## config.mk

```make
export PLATFORM = sky130hd
export DESIGN_NAME = fetch_queue
export DESIGN_NICKNAME = d
export VERILOG_FILES = /design/src/rtl/fetch_queue.sv
export SDC_FILE = /design/constraint.sdc
export NUM_CORES = 1
export LEC_CHECK = 0
export ABC_AREA = 1
export CAP_MARGIN = 20
export CORE_UTILIZATION = 54
export CTS_CLUSTER_DIAMETER = 200
export CTS_CLUSTER_SIZE = 30
export DETAILED_ROUTE_END_ITERATION = 8
export HOLD_SLACK_MARGIN = 0.15
export MAX_ROUTING_LAYER = met4
export PLACE_DENSITY = 0.79
export SLEW_MARGIN = 20
export SYNTH_ARGS = -nofsm -noshare
export SYNTH_HDL_FRONTEND = slang
export SYNTH_SLANG_ARGS = --single-unit
```

## constraint.sdc

```tcl
create_clock -name clk -period 4.5 [get_ports clk]
set_clock_uncertainty 0.15 [all_clocks]
set_input_delay 1.35 -clock clk [delete_from_list [all_inputs] [get_ports clk]]
set_output_delay 1.35 -clock clk [all_outputs]
set_load 0.03 [all_outputs]
```

## src/rtl/fetch_queue.sv

```systemverilog
// Fetch-to-decode instruction queue: DEPTH {pc, instr} entries, 1-cycle enq-to-deq latency, enq_ready independent of deq_ready.
// Optional FETCH_QUEUE_BYPASS_EN forwards enq straight to deq when empty (zero latency); flush empties the queue at the edge.
module fetch_queue #(
  parameter int DEPTH = 4,
  parameter int CNT_W = $clog2(DEPTH) + 1
) (
  input  logic             clk,
  input  logic             rst,
  input  logic             flush,
  input  logic             enq_valid,
  output logic             enq_ready,
  input  logic [31:0]      enq_pc,
  input  logic [31:0]      enq_instr,
  output logic             deq_valid,
  input  logic             deq_ready,
  output logic [31:0]      deq_pc,
  output logic [31:0]      deq_instr,
  output logic [CNT_W-1:0] count
);

  localparam int PTR_W = $clog2(DEPTH);
  localparam logic [CNT_W-1:0] FULL_CNT = CNT_W'(DEPTH);

  typedef struct packed {
    logic [31:0] pc;
    logic [31:0] instr;
  } entry_t;

  entry_t           mem [DEPTH];
  logic [PTR_W-1:0] head;
  logic [PTR_W-1:0] tail;
  logic [CNT_W-1:0] cnt;
  logic             enq_fire;
  logic             deq_fire;
  logic             wr_en;
  logic             rd_en;
`ifdef FETCH_QUEUE_BYPASS_EN
  logic             bypass;
`endif

  assign count = cnt;

  always_comb begin
    enq_ready = (cnt != FULL_CNT) & ~flush;
`ifdef FETCH_QUEUE_BYPASS_EN
    bypass    = (cnt == '0) & enq_valid & ~flush;
    deq_valid = ((cnt != '0) | enq_valid) & ~flush;
    deq_pc    = bypass ? enq_pc    : mem[head].pc;
    deq_instr = bypass ? enq_instr : mem[head].instr;
`else
    deq_valid = (cnt != '0) & ~flush;
    deq_pc    = mem[head].pc;
    deq_instr = mem[head].instr;
`endif
    enq_fire = enq_valid & enq_ready;
    deq_fire = deq_valid & deq_ready;
`ifdef FETCH_QUEUE_BYPASS_EN
    // A bypassed entry consumed this cycle never touches storage.
    wr_en = enq_fire & ~(bypass & deq_ready);
    rd_en = deq_fire & ~bypass;
`else
    wr_en = enq_fire;
    rd_en = deq_fire;
`endif
  end

  always_ff @(posedge clk or posedge rst) begin
    if (rst) begin
      head <= '0;
      tail <= '0;
      cnt  <= '0;
    end else if (flush) begin
      head <= '0;
      tail <= '0;
      cnt  <= '0;
    end else begin
      if (wr_en) tail <= tail + 1'b1;
      if (rd_en) head <= head + 1'b1;
      case ({wr_en, rd_en})
        2'b10:   cnt <= cnt + 1'b1;
        2'b01:   cnt <= cnt - 1'b1;
        default: cnt <= cnt;
      endcase
    end
  end

  // Storage is deliberately left unreset; deq data is meaningless while deq_valid is low.
  always_ff @(posedge clk) begin
    if (wr_en) mem[tail] <= {enq_pc, enq_instr};
  end

`ifndef SYNTHESIS
  always @(posedge clk) begin
    if (!rst) begin
      assert (cnt <= FULL_CNT);
`ifndef FETCH_QUEUE_BYPASS_EN
      assert (!(deq_valid && cnt == '0));
`endif
    end
  end
`endif

endmodule

```

==> results by group <==
Global route
  – Met3 Use GR: 3.360%
  – Grt total ovfl: 0
  – GR Util met1: 27.32%
  – Vias in the first global route: 6291
  – Largest net degree at the start of global routing: 130
  – Gr busiest metal: met2
  – Met2 GRT Util: 40.12%
  – Initial antenna violation count: 0
  – GR Util All Layers: 22.68%
  – First-pass GRT wire length: 32.75 mm

Power
  – Clock power share: 18.9%
  – Psw: 2205 uW
  – Comb pwr share: 35.6%
  – Sw Ratio: 34.32%
  – Maximum vdd drop: 0.3585 mV
  – Pwr Density: 536.9 mW/mm^2
  – Sequential fraction of design power: 45.5%
  – Internal power: 4219 uW
  – Leakage Power: 0.003951 uW

Outcome
  – Failing checks: DRC
  – Status: complete, but fails checks

Clock tree
  – Clock sink count: 263
  – Post-CTS sizing: 0
  – TritonCTS clock tree: yes
  – Post-CTS Setup Inserts: 0
  – Root Driver: clkbuf_16
  – Total CTS buffers: 12
  – Worst-path clk slew: 0.11 ns
  – CTS Buffer Depth: 3
  – H-tree Lvls: 1
  – Post-CTS Hold Fix Bufs: 0
  – Skew-Pair Late Insertion Delay: 0.47 ns

Die
  – I/O pins: 138
  – Starting density of the core: 55.45%
  – Die width: 138.3 microns
  – Core area: 0.01809 sq mm
  – Die H: 138.3 microns
  – Die area: 0.01912 sq mm
  – Rows: 49

Timing
  – Slew @ Worst Pin: 0.6235 ns
  – RSZ-0062 raised after global routing: no
  – Fmax: 230.1 MHz
  – Slew margin rel.: 58.43%
  – Fin crit share: 96.58%
  – Final Setup Violations: 0
  – Final Max Slew Viols: 0
  – Worst hold slack: 0.4245 ns
  – Final Critical Period: 4.346 ns
  – Final hold violation count: 0

Logic synthesis
  – Synth top area cells: edfxtp_1, nor2_1, o21ai_0
  – Synthesized net count: 759
  – Synthesized instance count: 685
  – Count of cell types in the netlist: 24
  – Synth Warn #: 0
  – Yosys top cell by area: edfxtp_1
  – Ys async rst share: 2.662%
  – Yosys top cell area share: 76.66%
  – Post-synth top flop: edfxtp_1
  – Post-synthesis register bit count: 263
  – Post-Syn Area: 0.01003 sq mm
  – Mapped Avg Cell Area: 14.64 sq um
  – Sequential share of the synthesized area: 78.40%
  – Post-synth EDFFs: 256

Place
  – # port buffers: 137
  – Post-DP HPWL: 12.24 mm
  – Final Wtd Congestion: 0.7667
  – Post-place instance area: 0.01162 sq mm

Critical path
  – CP max stage delay: 0.67 ns
  – Critical-path cell list: clkdlybuf4s50_1, inv_2, nand2_4, inv_2, clkdlybuf4s50_1
  – Critical path class: in2out
  – CP endpoint kind: output port
  – Reg2reg path depth: 12
  – RR Startpoint: count[0]
  – R2r setup slk: 2.29 ns
  – Crit path DAT: 2.85 ns
  – Worst setup startpoint: flush
  – Crit start category: input port
  – Crit path max fanout: 7
  – Worst Path Required: 3.00 ns
  – Slowest cell on the critical path: clkdlybuf4s50_1
  – RR Endpoint: count[2]
  – Worst Setup EP: deq_valid

Drt
  – Routed WL: 20.70 mm
  – Via density: 5.777
  – DR DRC count: 16
  – DRT Pass-1 Iters: 7
  – Antenna Violating Nets Remaining: 0
  – Vias: 6008
  – Drt wl/cell: 19.90 microns
  – Initial DRC count: 499

Hold path
  – Hold crit path type: reg2reg

Run
  – Max cap viols: 0

Layout
  – Area grow syn2layout: 19.31%
  – Fin nets: 883
  – Finished Cell Area: 0.01197 sq mm
  – Share of layout cells above drive strength 1: 6.412%
  – Antenna Diode Count: 0
-- cell usage in the layout (no fill, tap or decap), types with 5 or more instances in the layout --
master and count:
edfxtp_1 256, clkdlybuf4s50_1 135, nor2_1 130, o21ai_0 82, o22ai_1 64, o21ai_1 50, clkbuf_16 13, buf_4 11
inv_1 10, nand2_1 9, nand3_1 8, buf_12 6, nor2_4 5, inv_2 5, dfrtp_1 5
-- stage by stage --
| step | total power [uW] | util, % | std cells | setup TNS (ns) | worst slack, ns |
|---|---|---|---|---|---|
| after floorplan | 4421 | - | 685 | -113.93 | -0.4450 |
| after global placement | 5203 | 64.27 | 1024 | 0 | 0.1986 |
| after detailed placement | 5275 | 64.27 | 1024 | 0 | 0.1550 |
| after CTS | 6463 | 66.16 | 1040 | 0 | 0.1476 |
| after global routing | 6691 | 66.16 | 1040 | 0 | 0.09528 |
| final | 6425 | 66.16 | 1040 | 0 | 0.1537 |
-- worst min path at each step --
stage                     endpoint  slack, ns  cells after the start  startpoint
after CTS                  tail[0]       0.42                      1     tail[0]
final                      tail[0]       0.42                      1     tail[0]
after floorplan            tail[0]       0.35                      1     tail[0]
after global placement     tail[0]       0.39                      1     tail[0]
after detailed placement   tail[0]       0.40                      1     tail[0]
after global routing       tail[0]       0.44                      1     tail[0]
-- synthesized netlist by cell type (all sizes together), types with 2 or more instances --
cell and count:
buf 26, nor2 136, ha 4, nand3 9, inv 16, o22ai 64
nand2 15, o21ai 132, a21oi 2, edfxtp 256, clkbuf 16, dfrtp 7
-- cell families after synthesis --
group | Yosys count | synth area share [%]
buf+inv | 58 | 3.419
compound gates | 198 | 10.68
fa+ha+maj | 5 | 0.6987
xor+xnor | 1 | 0.08735
simple gates | 160 | 6.712
flops | 263 | 78.40
-- critical path: cells and delay by family --
kind / cells / cell delay, ns
buf+inv: 4 / 1.40
simple gates: 1 / 0.10
-- cell type report --
cell class	count	area, sq um
sequential	263	7868
fill	1193	6121
multi-input combinational	364	1853
timing repair buffer	152	1554
clock buffer	15	332.8
tap	229	286.5
inverter	16	62.56
clock inverter	1	8.758
-- power groups by stage --
stage               clock network (uW)  registers (uW)  logic [uW]
finish                            1210            2920        2290
global route                      1320            2940        2430
CTS                               1230            2930        2310
detailed placement                   0            2980        2290
global placement                     0            2970        2230
floorplan                            0            2990        1430
-- sequential cells by signal, summed over array words and instances, names as in the netlist --
name and cells:
head 2, count 3, tail 2, mem 256
-- routing by layer --
| layer | wire [microns] | share of wire (%) |
|---|---|---|
| met5 | 0 | 0 |
| met4 | 314 | 1.5 |
| met3 | 1103 | 5.3 |
| met2 | 10840 | 52 |
| met1 | 8439 | 41 |
Power figures use the tool's default switching activity.
